**src/rtl/alu_arbiter.sv**
```systemverilog
// Two-requester front end for one shared combinational ALU.
// Round-robin grant, one operation in flight, response held until consumed.
module alu_arbiter #(
  parameter int unsigned WORD_WIDTH   = 8,
  parameter int unsigned OPCODE_WIDTH = 4
) (
  input  logic                    clk,
  input  logic                    rst_n,
  // requester 0
  input  logic                    req0_valid,
  input  logic [WORD_WIDTH-1:0]   req0_operand1,
  input  logic [WORD_WIDTH-1:0]   req0_operand2,
  input  logic [OPCODE_WIDTH-1:0] req0_opCode,
  output logic                    req0_ready,
  output logic                    resp0_valid,
  output logic [WORD_WIDTH-1:0]   resp0_result,
  output logic                    resp0_zero_flag,
  input  logic                    resp0_ready,
  // requester 1
  input  logic                    req1_valid,
  input  logic [WORD_WIDTH-1:0]   req1_operand1,
  input  logic [WORD_WIDTH-1:0]   req1_operand2,
  input  logic [OPCODE_WIDTH-1:0] req1_opCode,
  output logic                    req1_ready,
  output logic                    resp1_valid,
  output logic [WORD_WIDTH-1:0]   resp1_result,
  output logic                    resp1_zero_flag,
  input  logic                    resp1_ready,
  // shared alu
  output logic [WORD_WIDTH-1:0]   alu_operand1,
  output logic [WORD_WIDTH-1:0]   alu_operand2,
  output logic [OPCODE_WIDTH-1:0] alu_opCode,
  input  logic [WORD_WIDTH-1:0]   alu_result,
  input  logic                    alu_zero_flag,
  // status
  output logic                    busy,
  output logic [15:0]             op_count
);

  typedef enum logic [1:0] {
    IDLE = 2'd0,
    EXEC = 2'd1,
    RESP = 2'd2
  } state_t;

  state_t                  state;
  logic                    last_grant;
  logic                    grant_id;
  logic [WORD_WIDTH-1:0]   result_q;
  logic                    zero_q;

  logic                    sel_c;
  logic                    accept_c;
  logic                    resp_done_c;

  // Round-robin pick; ready only in IDLE and only for the winner.
  always_comb begin
    sel_c       = 1'b0;
    req0_ready  = 1'b0;
    req1_ready  = 1'b0;
    accept_c    = 1'b0;
    resp_done_c = 1'b0;
    if (req0_valid && req1_valid) begin
      sel_c = ~last_grant;
    end else begin
      sel_c = req1_valid;
    end
    if (state == IDLE) begin
      req0_ready = req0_valid && !sel_c;
      req1_ready = req1_valid && sel_c;
    end
    accept_c = req0_ready || req1_ready;
    if (state == RESP) begin
      resp_done_c = grant_id ? resp1_ready : resp0_ready;
    end
  end

  // Both ports see the single response register; only resp*_valid qualifies it.
  assign resp0_result    = result_q;
  assign resp1_result    = result_q;
  assign resp0_zero_flag = zero_q;
  assign resp1_zero_flag = zero_q;

  // Sequencer: accept -> one EXEC cycle -> RESP until the owner consumes it.
  always_ff @(posedge clk or negedge rst_n) begin
    if (!rst_n) begin
      state        <= IDLE;
      last_grant   <= 1'b1;
      grant_id     <= 1'b0;
      alu_operand1 <= '0;
      alu_operand2 <= '0;
      alu_opCode   <= '0;
      result_q     <= '0;
      zero_q       <= 1'b0;
      resp0_valid  <= 1'b0;
      resp1_valid  <= 1'b0;
      busy         <= 1'b0;
      op_count     <= 16'd0;
    end else begin
      case (state)
        IDLE: begin
          if (accept_c) begin
            alu_operand1 <= sel_c ? req1_operand1 : req0_operand1;
            alu_operand2 <= sel_c ? req1_operand2 : req0_operand2;
            alu_opCode   <= sel_c ? req1_opCode   : req0_opCode;
            grant_id     <= sel_c;
            last_grant   <= sel_c;
            busy         <= 1'b1;
            state        <= EXEC;
          end
        end
        EXEC: begin
          result_q    <= alu_result;
          zero_q      <= alu_zero_flag;
          resp0_valid <= !grant_id;
          resp1_valid <= grant_id;
          state       <= RESP;
        end
        RESP: begin
          if (resp_done_c) begin
            resp0_valid <= 1'b0;
            resp1_valid <= 1'b0;
            busy        <= 1'b0;
            op_count    <= op_count + 16'd1;
            state       <= IDLE;
          end
        end
        default: begin
          resp0_valid <= 1'b0;
          resp1_valid <= 1'b0;
          busy        <= 1'b0;
          state       <= IDLE;
        end
      endcase
    end
  end

endmodule
```
**config.mk**
```make
export PLATFORM = sky130hd
export DESIGN_NAME = alu_arbiter
export DESIGN_NICKNAME = d
export VERILOG_FILES = /design/src/rtl/alu_arbiter.sv
export SDC_FILE = /design/constraint.sdc
export NUM_CORES = 1
export LEC_CHECK = 0
export ABC_CLOCK_PERIOD_IN_PS = 2000
export CAP_MARGIN = 10
export CORE_MARGIN = 8
export CORE_UTILIZATION = 40
export DETAILED_ROUTE_END_ITERATION = 10
export PLACE_DENSITY = 0.89
export RECOVER_POWER = 25
export SYNTH_ARGS = -nofsm -noshare
export SYNTH_HDL_FRONTEND = slang
export SYNTH_SLANG_ARGS = --single-unit
```
**constraint.sdc**
```tcl
create_clock -name clk -period 2 [get_ports clk]
set_input_delay 0.4 -clock clk [delete_from_list [all_inputs] [get_ports clk]]
set_output_delay 0.4 -clock clk [all_outputs]
set_load 0.05 [all_outputs]
```
# == After elaboration in Yosys (flattened, before gate mapping) ==
# Cells that the tools add are included.
# word_totals
elab_cells,48
output_inout_bits,59
ff_bits,52
# op_classes
mux,16
n_reduce_logical,12
bitwise_logic,3
eq_ne,4
addsub,1
# ops
op,n
adder 16 x 1 -> 16 bit (second input constant),1
2-to-1 mux 8 bit,2
one-hot mux 1 bit (3 select lines),3
AND reduction 2 bit,4
2-to-1 mux 1 bit,7
one-hot mux 2 bit (3 select lines),1
2-to-1 mux 2 bit,2
2-to-1 mux 4 bit,1
!= test 2 bit (second input constant),2
logical AND 1 bit,3
NOT 1 bit,3
AND reduction 3 bit,1
== test 2 x 1 -> 1 bit (second input constant),1
== test 2 bit (second input constant),1
logical NOT 1 bit,2
logical NOT 2 bit,1
logical OR 1 bit,1

# == Depth between registers and ports, before layout ==
# Gate-level depths: netlist of the first run.
# logic_depth
word_depth,8
ltp_mapped,6
depth_no_buf,5

# == Worst setup path after synthesis of the first run ==
# OpenSTA, ideal clock, no wires.
# synth_timing
path_kind,flip-flop to output port
from,register last_grant
to,output req0_ready
stages_incl_launch_ff,4
required_time_ns,1.600
slack_ns,0.094
arrival_ns,1.506
path_cell_list,dfstp_2 > a21boi_1 > buf_2 > nor2_1
# synth_between
elab_chain_cells,5
# synth_lines
element,line,source
start: declaration,47,logic last_grant;
start signal: assignment,107,last_grant <= sel_c;
NOT 1 bit,64,sel_c = ~last_grant;
2-to-1 mux 1 bit,63,if (req0_valid && req1_valid) begin
logical NOT 1 bit,69,req0_ready = req0_valid && !sel_c;
logical AND 1 bit,69,
2-to-1 mux 1 bit,68,if (state == IDLE) begin
end: declaration,14,"output logic req0_ready,"
# No other way between the ends.

# == Worst setup path after layout of the first run ==
# layout_timing
from,register op_count[5]
to,output op_count[5]
# layout_lines
element,line,source
start: declaration,37,output logic [15:0] op_count
start signal: assignment,124,op_count <= op_count + 16'd1;
# No word-level cell between the ends.

==> Flow_metrics.wiki, run 1 <==
{| class="wikitable"
! Metric !! Value
|-
| Status || finished clean
|-
| Startpoint Class || flip-flop
|-
| Overall routing resource usage || 14.2%
|-
| Cell type with the highest aggregate area in the netlist || sky130_fd_sc_hd__dfrtp_1
|-
| Final setup violating endpoints || 0
|-
| Post-synthesis cell count || roughly 200
|-
| Final WL || 5.83 mm
|-
| Number of buffers between clock root and the deepest sink || 2
|-
| Total congestion overflow after global routing || 0
|-
| Post-placement cell count || approximately 370
|-
| Routed met2 length || roughly 2.8 mm
|-
| HPWL after DPL || 4.60 mm
|-
| Starting density of the core || between 40% and 50%
|-
| First-pass GRT wire length || roughly 10 mm
|-
| I/O pins || around 110
|-
| Arrival time reported for the critical path endpoint || 1.54 ns
|-
| Die span in y || ~92 µm
|-
| Insertion delay of the later-clocked pin in the worst-skew pair || approximately 0.3 ns
|-
| Top layer in use || met4
|-
| Cell row count || 27
|-
| EDFF count, synth || 0
|-
| Setup repair after global routing missed its margin || false
|-
| Largest net degree at the start of global routing || 43
|-
| Routed met3 length || between 500 and 600 µm
|-
| Req. time, crit path || 1.60 ns
|-
| Worst IR Drop VDD || 1.11 mV
|-
| Sequential cell area fraction in the yosys report || a little under three fifths
|-
| Syn avg cell area || approximately 12 µm²
|-
| Path type of the worst min-delay path || flip-flop to flip-flop
|-
| Width of the chip || approximately 92 µm
|-
| Type of the setup path with the least slack || flip-flop to output port
|-
| Number of distinct standard cells referenced by the synthesized netlist || 33
|-
| Routed Antenna Nets || 0
|-
| Top delay family on crit path || buffers and inverters
|-
| Ranking of synthesized cells by area || sky130_fd_sc_hd__dfrtp_1 (55%), sky130_fd_sc_hd__mux2i_1 (9.5%), sky130_fd_sc_hd__mux2_2 (4.8%), sky130_fd_sc_hd__a21oi_1 (4.5%), sky130_fd_sc_hd__nor2_1 (3.7%)
|-
| Ratio of cells with drive above 1 in the final layout || 11.6%
|-
| Critical-path cell with the highest stage delay || sky130_fd_sc_hd__clkdlybuf4s50_1
|-
| Final clock skew || roughly 0.0065 ns
|-
| Share of Yosys cell area claimed by the top area cell type || between 50% and 60%
|-
| Relative slew slack || between 40% and 50%
|-
| Total of warnings raised by yosys || 0
|-
| Core region area || 5570 µm²
|-
| Average wire per standard cell || about 15 µm
|-
| Final non-filler cell total || 383
|-
| Maximum fanout count along the critical path || 4
|-
| Area grow syn2layout || 54.9%
|-
| Final Hold Vio Count || 0
|-
| Upper clock frequency limit || between 500 and 600 MHz
|-
| Fin nets || 366
|-
| Ant diodes || 0
|-
| Power Dens Cells || about 1800 nW/µm²
|-
| Commonest register cell after synthesis || sky130_fd_sc_hd__dfrtp_1
|-
| Total negative slack || 0 ns
|-
| Share of synthesized registers carrying an async set or reset || 100%
|-
| Placer Congestion || roughly 0.73
|-
| Slew of the pin with the lowest slew margin || approximately 0.83 ns
|-
| Antenna violations before repair || 0
|-
| Length of routed wiring on met1 || about 2.4 mm
|-
| Avg Vias per Cell || 4.84
|-
| Cell area after technology mapping || between 2000 and 2500 µm²
|-
| Critical path cell sequence || clkdlybuf4s50_1
|-
| Period minus WS final || 1.94 ns
|-
| Number of H-tree levels || 2
|-
| Vias in the first global route || between 2000 and 2500
|-
| Die Area || 8500 µm²
|-
| Violation count after the first detailed-route iteration || 34
|-
| Total number of vias || between 1500 and 2000
|-
| Root buffer cell || sky130_fd_sc_hd__clkbuf_8
|-
| Clock Sink Count || 52
|-
| Number of storage elements in the synthesis netlist || 52
|-
| Clock edge transition at the registers on the reported setup and hold paths || ~0.090 ns
|-
| Leak pwr || ~0.0016 µW
|-
| Depth of the critical timing path with buffers and inverters included || 1
|-
| Buffering stage count on the worst path with inverters included || 1
|-
| Final count of pins violating max slew || 0
|-
| Number of clock buffers inserted by TritonCTS || 5
|-
| Final period util || a little over nine tenths
|-
| DRC || 0
|-
| Max-cap violations || 0
|-
| Sort of element at the end of the critical path || output port
|-
| Number of cells on the worst reg-to-reg path || 4
|-
| TritonCTS clock tree || yes
|-
| TritonRoute pass-1 iters || 3
|-
| Critical Path Max Stage Delay || slightly above 0.8 ns
|-
| Syn_nets || between 200 and 300
|-
| Hold Path Cell Cnt || 1
|-
| Count of port buffers added during placement || between 100 and 150
|}
## kinds of logic after synthesis
family | count (synthesis) | synth area share (%)
AO/OA/AOI/OAI | 28 | 6.41
XOR/XNOR | 15 | 5.65
adder cells (fa/ha/maj) | 1 | 0.538
buffers and inverters | 18 | 4.63
flip-flops | 52 | 56.1
multiplexers | 33 | 14.9
AND/OR/NAND/NOR | 54 | 11.8
## sequential cells by signal, indices dropped and copies added, names as in the netlist
name,flops
grant_id,1
alu_operand2,8
resp1_valid,1
op_count,16
resp0_zero_flag,1
alu_opCode,4
state,2
busy,1
resp0_valid,1
resp0_result,8
alu_operand1,8
last_grant,1
## layer usage
metal  GRT usage (%)  up-vias
met3            7.01        7
li1                -      902
met1            16.2      869
met2            23.1       75
met4            3.89        0
met5               0        -
## synth_stat cells, types with 2 or more instances
library cell and n:
sky130_fd_sc_hd__a21oi_1 21, sky130_fd_sc_hd__nor3_1 3, sky130_fd_sc_hd__mux2i_1 22, sky130_fd_sc_hd__nand3_1 4
sky130_fd_sc_hd__nand2_1 11, sky130_fd_sc_hd__nor2_1 23, sky130_fd_sc_hd__inv_1 2, sky130_fd_sc_hd__xnor2_1 9
sky130_fd_sc_hd__buf_4 9, sky130_fd_sc_hd__o21ai_0 3, sky130_fd_sc_hd__and4_1 2, sky130_fd_sc_hd__dfrtp_1 51
sky130_fd_sc_hd__buf_2 5, sky130_fd_sc_hd__mux2_2 10, sky130_fd_sc_hd__xor2_1 6, sky130_fd_sc_hd__nand4_1 3
## report_power, final
part | internal, µW | leakage [µW] | total, µW | switching, µW
Clock | 372 | 0.0000552 | 702 | 330
Sequential | 1490 | 0.000616 | 1830 | 340
Combinational | 1350 | 0.000889 | 3880 | 2530
Total | 3210 | 0.00156 | 6420 | 3200
## through the flow
stage | util (%) | setup WS (ns) | power, µW | hold WS, ns | instance area [µm²]
3_5_place_dp | 62.4 | 0.0431 | 5780 | 0.329 | 3480
5_1_grt | 64.6 | 0.00956 | 6770 | 0.526 | 3600
4_1_cts | 64.5 | 0.0177 | 6500 | 0.503 | 3590
3_3_place_gp | 62.4 | 0.0945 | 5680 | 0.324 | 3480
2_1_floorplan | - | 0.0936 | 4490 | 0.104 | 2320
6_report | 64.6 | 0.0616 | 6420 | 0.487 | 3600
## what timing repair did
| item | in CTS | in global routing |
|---|---|---|
| hold buffers | 1 | 0 |
| endpoints found under the hold margin | 9 | 0 |
| endpoints found under the setup margin | 0 | 5 |
| setup buffers | 0 | 0 |
| gates resized for setup | 0 | 5 |
## area by class of cell
cell class	count	area [µm²]
Fill cell	461	1970
Sequential cell	52	1300
Timing Repair Buffer	118	1170
Multi-Input combinational cell	131	920
Tap cell	72	90.1
Clock buffer	6	72.6
Clock inverter	2	35.0
Inverter	2	7.51
## cell usage in the layout, fill, tap and decap left out, drive strengths merged
master and count:
clkdlybuf4s50 99, dfrtp 51, nor2 23, mux2i 23, a21oi 21, nand2 11, buf 11, mux2 10
xnor2 9, clkbuf 9, xor2 6, nand3 4, dlymetal6s2s 4, o21ai 3, nand4 3, nor3 3
inv 2, and4 2, nor4 2, a21boi 1, and2 1, o21a 1, nor2b 1, nand2b 1
nand4b 1, a31oi 1, a21o 1, nand3b 1, and3 1, ha 1, bufinv 1, clkinv 1
dlygate4sd3 1, dfstp 1
## final timing paths
kind,slack (ns),to,start
worst max-delay path,0.06,op_count[5],op_count[5]$_DFFE_PN0P_
worst min-delay path,0.49,op_count[15]$_DFFE_PN0P_,op_count[15]$_DFFE_PN0P_
worst max register to register,0.36,op_count[10]$_DFFE_PN0P_,grant_id$_DFFE_PN0P_
worst min register to register,0.49,op_count[15]$_DFFE_PN0P_,op_count[15]$_DFFE_PN0P_
max in group asynchronous,0.30,alu_opCode[2]$_DFFE_PN0P_,rst_n
min in group asynchronous,0.71,resp0_result[1]$_DFFE_PN0N_,rst_n
Note: power is estimated with default switching activity, not from simulation.
==> inputs of run 2 (changes only) <==
CORE_UTILIZATION = 42   (was 40)
CTS_BUF_LIST = sky130_fd_sc_hd__clkbuf_8   (was not set)
PLACE_DENSITY = 0.93   (was 0.89)
==> Flow_metrics.wiki, run 2 (synthesis results as in run 1) <==
{| class="wikitable"
! Metric !! Value
|-
| Status || finished clean
|-
| Count of port buffers added during placement || 113 (unchanged)
|-
| Maximum fanout count along the critical path || 4 (unchanged)
|-
| Number of H-tree levels || 2 (unchanged)
|-
| Antenna violations before repair || 0 (unchanged)
|-
| Starting density of the core || 42.7% (+1.0 points)
|-
| Die Area || 8170 µm² (-3.9%)
|-
| Fin nets || 365 (-0.27%)
|-
| Area grow syn2layout || 55.0% (about the same)
|-
| Final period util || 96.5% (-0.39 points)
|-
| Number of buffers between clock root and the deepest sink || 2 (unchanged)
|-
| Total congestion overflow after global routing || 0 (unchanged)
|-
| Routed Antenna Nets || 0 (unchanged)
|-
| Critical Path Max Stage Delay || 0.82 ns (about the same)
|-
| I/O pins || 114 (unchanged)
|-
| Average wire per standard cell || 15.5 µm (+1.8%)
|-
| Placer Congestion || 0.737 (+1.2%)
|-
| Final Hold Vio Count || 0 (unchanged)
|-
| Setup repair after global routing missed its margin || false
|-
| Largest net degree at the start of global routing || 43 (unchanged)
|-
| Overall routing resource usage || 14.8% (+0.56 points)
|-
| Slew of the pin with the lowest slew margin || 0.878 ns (+0.0481 ns)
|-
| TritonRoute pass-1 iters || 4 (+1)
|-
| Cell row count || 27 (unchanged)
|-
| Type of the setup path with the least slack || flip-flop to output port
|-
| Relative slew slack || 41.5% (-3.2 points)
|-
| DRC || 0 (unchanged)
|-
| Crit. Startpoint || op_count[9]$_DFFE_PN0P_
|-
| Avg Vias per Cell || 4.87 (+0.69%)
|-
| Die span in y || 90.4 µm (-2.0%)
|-
| Critical path cell sequence || clkdlybuf4s50_1
|-
| Path type of the worst min-delay path || input pin to asynchronous set/reset pin
|-
| Violation count after the first detailed-route iteration || 60 (+76%)
|-
| Number of clock buffers inserted by TritonCTS || 5 (unchanged)
|-
| Worst IR Drop VDD || 1.06 mV (-4.3%)
|-
| Total number of vias || 1861 (+0.43%)
|-
| Ant diodes || 0 (unchanged)
|-
| Core region area || 5440 µm² (-2.4%)
|-
| Arrival time reported for the critical path endpoint || 1.53 ns (about the same)
|-
| Power Dens Cells || 1790 nW/µm² (+0.25%)
|-
| Max-cap violations || 0 (unchanged)
|-
| Width of the chip || 90.4 µm (-2.0%)
|-
| TritonCTS clock tree || yes
|-
| Root buffer cell || sky130_fd_sc_hd__clkbuf_8
|-
| RR Startpoint || grant_id$_DFFE_PN0P_
|-
| Top delay family on crit path || buffers and inverters
|-
| Largest register by flop count || op_count
|-
| Startpoint Class || flip-flop
|-
| Vias in the first global route || 1981 (-2.6%)
|-
| Most frequent cells in the layout || sky130_fd_sc_hd__clkdlybuf4s50_1 (98), sky130_fd_sc_hd__dfrtp_1 (51), sky130_fd_sc_hd__nor2_1 (22), sky130_fd_sc_hd__mux2i_1 (22), sky130_fd_sc_hd__a21oi_1 (21)
|-
| Sort of element at the end of the critical path || output port
|-
| Critical-path cell with the highest stage delay || sky130_fd_sc_hd__clkdlybuf4s50_1
|-
| Buffering stage count on the worst path with inverters included || 1 (unchanged)
|-
| Worst hold slack || 0.180 ns (-0.307 ns)
|-
| Count of buffers added by post-CTS timing repair for setup || 0 (unchanged)
|-
| Final count of pins violating max slew || 0 (unchanged)
|-
| Final setup violating endpoints || 0 (unchanged)
|-
| Max FFs per register || 16 (unchanged)
|-
| Clock edge transition at the registers on the reported setup and hold paths || 0.10 ns (about the same)
|-
| Hold buffers post-CTS || 0 (-1)
|-
| First-pass GRT wire length || 10.0 mm (+0.69%)
|-
| Commonest non-fill, non-tap cell in the layout || sky130_fd_sc_hd__clkdlybuf4s50_1
|-
| Clock Sink Count || 52 (unchanged)
|-
| Final WL || 5.92 mm (+1.6%)
|-
| Ratio of cells with drive above 1 in the final layout || 11.6% (+0.037 points)
|-
| Total negative slack || 0 ns (unchanged)
|-
| Period minus WS final || 1.93 ns (-0.00770 ns)
|-
| Insertion delay of the later-clocked pin in the worst-skew pair || 0.31 ns (about the same)
|-
| Leak pwr || 0.00157 µW (+0.83%)
|-
| Req. time, crit path || 1.60 ns (about the same)
|-
| Upper clock frequency limit || 518 MHz (+0.40%)
|-
| Final clock skew || 0.00457 ns (-0.00192 ns)
|-
| HPWL after DPL || 4.72 mm (+2.7%)
|}
==> run 2: power breakdown <==
group / switching [µW] / internal [µW]
combinational: 2530 / 1340
sequential: 355 / 1490
clock: 352 / 371
==> run 2: path summary, 6_finish.rpt <==
path | end | slack [ns] | cells past startpoint
min reg2reg | op_count[15]$_DFFE_PN0P_ | 0.48 | 1
min | alu_operand2[6]$_DFFE_PN0P_ | 0.18 | 1
max | op_count[9] | 0.07 | 1
max reg2reg | op_count[13]$_DFFE_PN0P_ | 0.37 | 4
max in group asynchronous | last_grant$_DFFE_PN1P_ | 0.82 | 2
min in group clk | op_count[15]$_DFFE_PN0P_ | 0.48 | 1
==> run 2: per-stage QoR <==
step	setup slack, ns	power [µW]	util [%]	area, µm²	instances
2_1_floorplan	0.0936	4490	-	2320	201
3_3_place_gp	0.0987	5680	64.0	3480	374
3_5_place_dp	0.0380	5770	64.0	3480	374
4_1_cts	0.0194	6490	66.0	3590	382
5_1_grt	0.00629	6770	66.2	3600	382
6_report	0.0693	6440	66.2	3600	382
==> run 2: routing by layer <==
metal / vias to the layer above / global-route usage (%) / wire, µm
met4: 0 / 3.33 / 50
li1: 897 / - / -
met5: - / 0 / 0
met1: 889 / 16.5 / 2420
met3: 6 / 7.07 / 524
met2: 69 / 24.8 / 2920
==> run 2: cell type report <==
cell class	count	area, µm²
clock inverter	3	42.5
timing repair buffer	117	1170
multi-input combinational	131	925
inverter	2	7.51
tap	72	90.1
fill	409	1840
clock buffer	5	68.8
sequential	52	1300
==> run 2: what timing repair did <==
item | CTS | global route
cloned | 0 | 0
setup endpoints to repair | 1 | 7
pin swaps | 0 | 0
resized for setup | 1 | 7
==> inputs of run 3 (changes only) <==
GPL_ROUTABILITY_DRIVEN = 0   (was not set)
==> results of run 3 <==
No change in the layout: final DEF, timing and power equal those of run 2.
